`src/rtl/stack_seq_pkg.sv`:
```
// Shared types and defaults for the stack_seq request sequencer.
// STACK_SEQ_PEEK_EN adds the PEEK op and its write-back state.
package stack_seq_pkg;

    localparam int DATA_W_DEF = 4;
    localparam int DEPTH_DEF  = 16;

    typedef enum logic [2:0] {
        OP_PUSH_DATA = 3'b000,
        OP_PUSH_PC   = 3'b001,
        OP_POP       = 3'b010,
        OP_CLEAR     = 3'b011,
        OP_PEEK      = 3'b100
    } op_t;

    typedef enum logic [2:0] {
        S_IDLE = 3'd0,
        S_WR   = 3'd1,
        S_DEC  = 3'd2,
        S_RD   = 3'd3,
`ifdef STACK_SEQ_PEEK_EN
        S_WB   = 3'd4,
`endif
        S_CLR  = 3'd5,
        S_RESP = 3'd6
    } state_t;

    function automatic logic op_legal(input logic [2:0] op);
        logic ok;
        ok = (op == OP_PUSH_DATA) || (op == OP_PUSH_PC) ||
             (op == OP_POP) || (op == OP_CLEAR);
`ifdef STACK_SEQ_PEEK_EN
        ok = ok || (op == OP_PEEK);
`endif
        return ok;
    endfunction

endpackage

```
`src/rtl/stack_seq_level.sv`:
```
// Saturating shadow entry counter for stack_seq; clear wins over inc/dec.
module stack_seq_level #(
    parameter int DEPTH = 16,
    parameter int LVL_W = $clog2(DEPTH) + 1
) (
    input  logic             clk,
    input  logic             rst,
    input  logic             clr,
    input  logic             inc,
    input  logic             dec,
    output logic [LVL_W-1:0] level
);

    localparam logic [LVL_W-1:0] MAX_LVL = LVL_W'(DEPTH);

    always_ff @(posedge clk) begin
        if (rst || clr) begin
            level <= '0;
        end else if (inc && !dec && level != MAX_LVL) begin
            level <= level + 1'b1;
        end else if (dec && !inc && level != '0) begin
            level <= level - 1'b1;
        end
    end

endmodule

```
`src/rtl/stack_seq.sv`:
```
// Single-outstanding request sequencer driving a LIFO stack's control pins.
// Build with STACK_SEQ_PEEK_EN to enable the PEEK op (DEC -> RD -> WB).
module stack_seq
    import stack_seq_pkg::*;
#(
    parameter int DATA_W = DATA_W_DEF,
    parameter int DEPTH  = DEPTH_DEF,
    parameter int LVL_W  = $clog2(DEPTH) + 1
) (
    input  logic              clk,
    input  logic              rst,
    input  logic              req_valid,
    output logic              req_ready,
    input  logic [2:0]        req_op,
    input  logic [DATA_W-1:0] req_data,
    input  logic [DATA_W-1:0] req_pc,
    output logic              rsp_valid,
    input  logic              rsp_ready,
    output logic [DATA_W-1:0] rsp_data,
    output logic              rsp_err,
    output logic [LVL_W-1:0]  level,
    output logic              stk_reset,
    output logic              stk_push,
    output logic              stk_pop,
    output logic              stk_we,
    output logic              stk_re,
    output logic              stk_mux_sel,
    output logic [DATA_W-1:0] stk_data_1,
    output logic [DATA_W-1:0] stk_data_2,
    input  logic [DATA_W-1:0] stk_data_out,
    input  logic              stk_full,
    input  logic              stk_empty,
    output logic [2:0]        fsm_state
);

    state_t            state;
    logic [2:0]        op_q;
    logic [DATA_W-1:0] data_q;
    logic [DATA_W-1:0] pc_q;
    logic              in_wb;
    logic              is_push;
    logic              is_read;
    logic              req_err;

    // Handshakes: a request transfers on a clk edge with req_valid && req_ready;
    // a response is held stable from rsp_valid until the edge with rsp_ready.
    assign req_ready = (state == S_IDLE);
    assign fsm_state = state;

    assign is_push = (req_op == OP_PUSH_DATA) || (req_op == OP_PUSH_PC);
`ifdef STACK_SEQ_PEEK_EN
    assign is_read = (req_op == OP_POP) || (req_op == OP_PEEK);
    assign in_wb   = (state == S_WB);
`else
    assign is_read = (req_op == OP_POP);
    assign in_wb   = 1'b0;
`endif
    assign req_err = !op_legal(req_op) || (is_push && stk_full) || (is_read && stk_empty);

    // Stack-side pins depend on the state register only (plus rst for the reset pin).
    assign stk_reset   = rst || (state == S_CLR);
    assign stk_push    = (state == S_WR) || in_wb;
    assign stk_we      = (state == S_WR) || in_wb;
    assign stk_pop     = (state == S_DEC);
    assign stk_re      = (state == S_RD);
    assign stk_mux_sel = in_wb || ((state == S_WR) && (op_q == OP_PUSH_DATA));
    assign stk_data_1  = in_wb ? rsp_data : data_q;
    assign stk_data_2  = pc_q;

    always_ff @(posedge clk) begin
        if (rst) begin
            state     <= S_IDLE;
            op_q      <= '0;
            data_q    <= '0;
            pc_q      <= '0;
            rsp_valid <= 1'b0;
            rsp_err   <= 1'b0;
            rsp_data  <= '0;
        end else begin
            case (state)
                S_IDLE: begin
                    if (req_valid) begin
                        op_q   <= req_op;
                        data_q <= req_data;
                        pc_q   <= req_pc;
                        if (req_err) begin
                            state     <= S_RESP;
                            rsp_valid <= 1'b1;
                            rsp_err   <= 1'b1;
                            rsp_data  <= '0;
                        end else if (is_push) begin
                            state <= S_WR;
                        end else if (is_read) begin
                            state <= S_DEC;
                        end else begin
                            state <= S_CLR;
                        end
                    end
                end
                S_WR: begin
                    state     <= S_RESP;
                    rsp_valid <= 1'b1;
                end
                S_DEC: state <= S_RD;
                S_RD: begin
                    rsp_data <= stk_data_out;
`ifdef STACK_SEQ_PEEK_EN
                    if (op_q == OP_PEEK) begin
                        state <= S_WB;
                    end else begin
                        state     <= S_RESP;
                        rsp_valid <= 1'b1;
                    end
`else
                    state     <= S_RESP;
                    rsp_valid <= 1'b1;
`endif
                end
`ifdef STACK_SEQ_PEEK_EN
                S_WB: begin
                    state     <= S_RESP;
                    rsp_valid <= 1'b1;
                end
`endif
                S_CLR: begin
                    state     <= S_RESP;
                    rsp_valid <= 1'b1;
                end
                S_RESP: begin
                    if (rsp_ready) begin
                        state     <= S_IDLE;
                        rsp_valid <= 1'b0;
                        rsp_err   <= 1'b0;
                        rsp_data  <= '0;
                    end
                end
                default: state <= S_IDLE;
            endcase
        end
    end

    stack_seq_level #(
        .DEPTH (DEPTH),
        .LVL_W (LVL_W)
    ) u_level (
        .clk   (clk),
        .rst   (rst),
        .clr   (state == S_CLR),
        .inc   ((state == S_WR) || in_wb),
        .dec   (state == S_DEC),
        .level (level)
    );

endmodule

```
`config.mk`:
```
export PLATFORM = sky130hd
export DESIGN_NAME = stack_seq
export DESIGN_NICKNAME = d
export VERILOG_FILES = /design/src/rtl/stack_seq_pkg.sv /design/src/rtl/stack_seq_level.sv /design/src/rtl/stack_seq.sv
export SDC_FILE = /design/constraint.sdc
export NUM_CORES = 1
export LEC_CHECK = 0
export CORE_MARGIN = 8
export CORE_UTILIZATION = 41
export CTS_CLUSTER_DIAMETER = 50
export DETAILED_ROUTE_END_ITERATION = 10
export PLACE_DENSITY_LB_ADDON = 0.08
export SETUP_SLACK_MARGIN = 0.4
export SLEW_MARGIN = 20
export SYNTH_ARGS = -nofsm -noshare
export SYNTH_HDL_FRONTEND = slang
export SYNTH_HIERARCHICAL = 1
export SYNTH_SLANG_ARGS = --single-unit
```
`constraint.sdc`:
```
create_clock -name clk -period 3 [get_ports clk]
set_input_delay 0.6 -clock clk [delete_from_list [all_inputs] [get_ports clk]]
set_output_delay 0.6 -clock clk [all_outputs]
set_load 0.02 [all_outputs]
```
# Word-level counts from Yosys, hierarchy flattened
# Index checks and enable logic that the tools add are counted.
dict set report op_classes {
  addsub 2
  eq_ne 12
  mux 17
  reduce_logical 30
}
# operator count
set op_table {}
lappend op_table {{$mux W3} 5}
lappend op_table {{$eq A3 B2 Y1 const B} 4}
lappend op_table {{$mux W4} 3}
lappend op_table {{$pmux W3 S4} 1}
lappend op_table {{$pmux W4 S3} 1}
lappend op_table {{$reduce_and A4 Y1} 3}
lappend op_table {{$mux W5} 2}
lappend op_table {{$logic_not A3 Y1} 3}
lappend op_table {{$logic_and A1 B1 Y1} 7}
lappend op_table {{$eq A3 B1 Y1 const B} 2}
lappend op_table {{$eq A3 B3 Y1 const B} 2}
lappend op_table {{$logic_or A1 B1 Y1} 6}
lappend op_table {{$reduce_bool A3 Y1} 2}
lappend op_table {{$add A5 B1 Y5 const B} 1}
lappend op_table {{$ne A5 B5 Y1 const B} 1}
lappend op_table {{$reduce_bool A5 Y1} 1}
lappend op_table {{$sub A5 B1 Y5 const B} 1}
lappend op_table {{$ne A2 B2 Y1 const B} 2}
lappend op_table {{$reduce_and A2 Y1} 2}
lappend op_table {{$reduce_bool A2 Y1} 2}
lappend op_table {{$logic_not A1 Y1} 3}
lappend op_table {{$mux W1} 3}
lappend op_table {{$pmux W1 S3} 1}
lappend op_table {{$reduce_or A3 Y1} 1}
lappend op_table {{other kinds (2)} 2}
dict set report totals {
  regBits 25
  inputBits 21
  out_inout_bits 29
  elab_cells 69
}

# Logic depth before layout (Yosys ltp)
dict set report depth {
  ltp_word 10
  mapped_depth 9
  ltp_nobuf 9
}

# Cells and area by module
# The synthesis kept the hierarchy.
# module n_inst cells_per_inst area_each_um2
set by_module_without_submodules {}
lappend by_module_without_submodules {stack_seq 1 113 943.4}
lappend by_module_without_submodules {stack_seq_level 1 41 407.9}

# Least setup slack after synthesis
# Ideal clock, no wire load.
dict set report synth_timing {
  path_kind {flip-flop to flip-flop}
  startpoint {register state[1] (netlist: fsm_state[1])}
  endpoint {register u_level.level[3]}
  setup_time_ns 0.116
  t_arrival_ns 2.758
  required_time_ns 2.884
  setup_slack_ns 0.126
  path_stages_with_launch 10
  path_buffers 1
  path_cell_list {dfxtp_1 -> buf_2 -> nor3b_1 -> nand2b_1 -> a21o_2 -> ha_1 -> a211oi_1 -> o21ba_2 -> a211oi_1 -> a41o_1}
}
dict set report synth_between {
  elab_chain_cells 5
  word_cells_on_any_way 12
  classes_between {3 x eq/ne; 1 x mux; 8 x reduce/logical}
}
# item line
set synth_rtl {}
lappend synth_rtl {{start, declared} stack_seq.sv:36} ;# state_t state;
lappend synth_rtl {{start signal, assigned} stack_seq.sv:72} ;# state <= S_IDLE;
lappend synth_rtl {{start signal, assigned} stack_seq.sv:87} ;# state <= S_RESP;
lappend synth_rtl {{start signal, assigned} stack_seq.sv:92} ;# state <= S_WR;
lappend synth_rtl {{$eq A3 B2 Y1 *} n/a}
lappend synth_rtl {{net stk_pop} stack_seq.sv:24} ;# output logic stk_pop,
lappend synth_rtl {{$logic_not A1 Y1} stack_seq_level.sv:19} ;# end else if (inc && !dec && level != MAX_LVL) begin
lappend synth_rtl {{$logic_and A1 B1 Y1 (2 in a row)} stack_seq_level.sv:19}
lappend synth_rtl {{$mux W5 or $reduce_bool A2 Y1 (tied branches)} n/a}
lappend synth_rtl {{end signal, assigned} stack_seq_level.sv:20} ;# level <= level + 1'b1;
lappend synth_rtl {{end signal, assigned} stack_seq_level.sv:22} ;# level <= level - 1'b1;
lappend synth_rtl {{end, declared} stack_seq_level.sv:11} ;# output logic [LVL_W-1:0] level
# The timed path passes the listed nets; every way through them passes the cells marked *.
# A chain may end at the register's enable or synchronous reset.

# Final worst setup path
dict set report layout_timing {
  startpoint {input rst}
  endpoint {output stk_reset}
}
dict set report layout_between {
  elab_chain_cells 1
}
# item line
set layout_rtl {}
lappend layout_rtl {{start, declared} stack_seq.sv:11} ;# input logic rst,
lappend layout_rtl {{$logic_or A1 B1 Y1} stack_seq.sv:61} ;# assign stk_reset = rst || (state == S_CLR);
lappend layout_rtl {{end, declared} stack_seq.sv:22} ;# output logic stk_reset,
# Every way passes these cells.

==> impl_metrics.csv <==
group,metric,value,unit
outcome,status,"completed",
sta,min_period,2.380,ns
final_layout,num-fill-cells,312,
floorplan,design.die.area,0.005389,sq mm
floorplan,row_count,21,
clock_network,clock-sinks,25,
logic_synthesis,yosysTopAreaCell,"dfxtp_1",
logic_synthesis,syn_area_per_cell,8.775,sq um
pwr,vdd_drop_max,0.2424,mV
setup_path,end_kind,"output port",
global_route,antenna_found_initial,0,
sta,skew,0.001995,ns
floorplan,fp.dieH,73.41,um
logic_synthesis,synth_cells,154,
routing,wl,3331,um
sta,tightest_slew,0.4497,ns
routing,detail_route.drc_violations,0,
sta,max_slew_margin,69.74,%
logic_synthesis,syn_nets,179,
setup_path,cp-startpoint,"rst",
floorplan,core_area,0.003258,sq mm
setup_path,arrival,1.78,ns
routing,ant_nets,0,
global_route,grt_pass1_vias,1208,
worst_hold_path,min_path_type,"flip-flop to flip-flop",
setup_path,worstSetupPathType,"primary input to output port",
pwr,p_leak,0.7163,nW
setup_path,rr_endpoint,"u_level/level[4]$_SDFFE_PP0P_",
global_route,grt_overflow,0,
routing,vias,1251,
sta,finalSetupViolCount,0,
routing,drt_pass1_iterations,4,
logic_synthesis,yosys-top-cells-area,"dfxtp_1 37%, nand2_1 8.3%, a21oi_1 6.3%",
routing,wl_per_cell,13.38,um
clock_network,insertion_delay,0.31,ns
routing,drtIter0Drc,60,
setup_path,worstSetupEndpoint,"stk_reset",
global_route,grt_use_total,12.61,%
final_layout,layout-drive-gt1-share,13.79,%
pwr,power_density,554.0,mW/mm^2
logic_synthesis,synth.distinct_cells,53,
sta,hold_slack,0.4641,ns
floorplan,io_pins,50,
final_layout,final_cell_mix,"48 x clkdlybuf4s50_1, 30 x nand2_1, 24 x dfxtp_1",
final_layout,n_antenna_cell,0,
sta,rsz0062_at_grt,"no",
sta,period_share,79.32,%
sta,fin_setup_tns,0,ns
clock_network,clk_path_buf_depth,2,
clock_network,clk_pin_slew,0.14,ns
final_layout,fin_cells,249,
run,maxCapViolCount,0,
setup_path,cp_max_fo,2,
global_route,grt_pass1_wl,5561,um
routing,viasPerCell,5.024,
setup_path,timing.rr.start,"fsm_state[0]$_SDFFE_PP0P_",
place,dpl.hpwl,2622,um
final_layout,area_growth,41.67,%
setup_path,rr_worst_depth,9,
final_layout,postLayoutCellArea,0.001914,sq mm
place,portBuffers,49,
place,placed_cell_area,0.001887,sq mm
final_layout,nets,229,
clock_network,cts_buffers,3,
place,dp_cells,245,
setup_path,worst_setup_path_start_kind,"primary input",
sta,finalMaxSlewViolations,0,
place,place.gp.congestion,0.8120,
setup_path,crit_required,2.40,ns
floorplan,start_util,41.47,%
logic_synthesis,ys_async_sr_fraction,0,%
logic_synthesis,yosys_warnings,6,
floorplan,dieWidth,73.41,um
clock_network,h-tree-depth,1,
sta,max_freq,420.2,MHz
logic_synthesis,netlist.area_leader.share,37.04,%
logic_synthesis,synth-seq-cells,25,
global_route,grt_max_degree,19,
logic_synthesis,synth-edff-count,0,
logic_synthesis,syn_area,0.001351,sq mm
logic_synthesis,synth-main-ff-cell,"dfxtp_1",
clock_network,cts_tree,"done",
final_layout,final_core_utilization,58.76,%
setup_path,r2r_setup_slack,0.62,ns
logic_synthesis,seq_area_frac_synth,37.04,%
clock_network,cts-root-buf,"clkbuf_4",
final_layout,layout_commonest_cell,"clkdlybuf4s50_1",
clock_network,ctsHoldBuffers,0,
sta,finalHoldViolations,0,
## power breakdown
part	total [mW]	internal [mW]	switching [mW]
sequential	0.424	0.374	0.0503
combinational	0.486	0.246	0.240
clock	0.150	0.0497	0.101
## cell usage after synthesis (all sizes together), types with 2 or more instances
| master | n |
|---|---|
| nor4b | 2 |
| inv | 6 |
| nor2b | 3 |
| nand3 | 2 |
| o21a | 2 |
| a21o | 3 |
| o21ai | 4 |
| xnor2 | 2 |
| a21oi | 17 |
| dfxtp | 25 |
| o21ba | 2 |
| a211oi | 3 |
| buf | 7 |
| nor3 | 2 |
| o31ai | 5 |
| nor4 | 3 |
| nand2 | 30 |
| and2 | 2 |
| nor2 | 7 |
| or2 | 2 |
| ha | 3 |
## how the worst min path moves through the flow
stage	startpoint	endpoint	slack, ns	cells after the start
finish	stk_data_1[3]$_SDFFE_PP0P_	stk_data_1[3]$_SDFFE_PP0P_	0.46	2
detailed placement	stk_data_1[3]$_SDFFE_PP0P_	stk_data_1[3]$_SDFFE_PP0P_	0.45	2
global placement	stk_data_1[1]$_SDFFE_PP0P_	stk_data_1[1]$_SDFFE_PP0P_	0.44	2
CTS	stk_data_1[3]$_SDFFE_PP0P_	stk_data_1[3]$_SDFFE_PP0P_	0.47	2
floorplan	op_q[2]$_SDFFE_PP0P_	op_q[2]$_SDFFE_PP0P_	0.44	2
global route	stk_data_1[3]$_SDFFE_PP0P_	stk_data_1[3]$_SDFFE_PP0P_	0.49	2
## worst max-delay path, cell delays in order
cell and delay, ns:
clkdlybuf4s50_1 0.42, or2_1 0.23, clkdlybuf4s50_1 0.53
## sequential cells by signal, summed over array words and instances, names as in the netlist
signal,flops
rsp_err,1
u_level/level,5
op_q,3
stk_data_2,4
stk_data_1,4
fsm_state,3
rsp_valid,1
rsp_data,4
## final cells by class
class / instances / area [sq um] / share of cell area, %
Inverter: 6 / 22.52 / 1.176
Clock buffer: 3 / 22.52 / 1.176
Timing Repair Buffer: 53 / 519.2 / 27.12
Tap cell: 46 / 57.56 / 3.007
Clock inverter: 1 / 5.005 / 0.2614
Sequential cell: 25 / 501.7 / 26.21
Multi-Input combinational cell: 115 / 785.8 / 41.05
## layer usage
| layer | part of all wire [%] | global-route usage (%) | vias to the layer above |
|---|---|---|---|
| li1 | - | - | 646 |
| met1 | 45 | 15.31 | 571 |
| met2 | 47 | 21.25 | 32 |
| met3 | 7.5 | 4.229 | 2 |
| met4 | 0.69 | 1.996 | 0 |
| met5 | 0 | 0 | - |
## per-stage QoR
stage / total power [mW] / setup slack [ns]
6_report: 1.061 / 0.6203
3_3_place_gp: 0.9142 / 0.5932
4_1_cts: 1.074 / 0.4296
3_5_place_dp: 0.9236 / 0.5207
2_1_floorplan: 0.7487 / 0.4306
5_1_grt: 1.134 / 0.4194
## timing repair
action / 4_1_cts / 5_1_grt
setup buffers: 0 / 0
gates resized for setup: 1 / 1
pin swaps: 0 / 0
cloned: 0 / 0
setup endpoints to repair: 1 / 6
## cells by family after synthesis
group / Yosys count / synth area share (%)
xor+xnor: 3 / 1.945
compound gates: 44 / 24.26
simple gates: 62 / 24.82
mux: 2 / 2.407
flops: 25 / 37.04
buf+inv: 14 / 5.276
fa+ha+maj: 4 / 4.260
No activity file was read; power rests on OpenSTA's default activity.
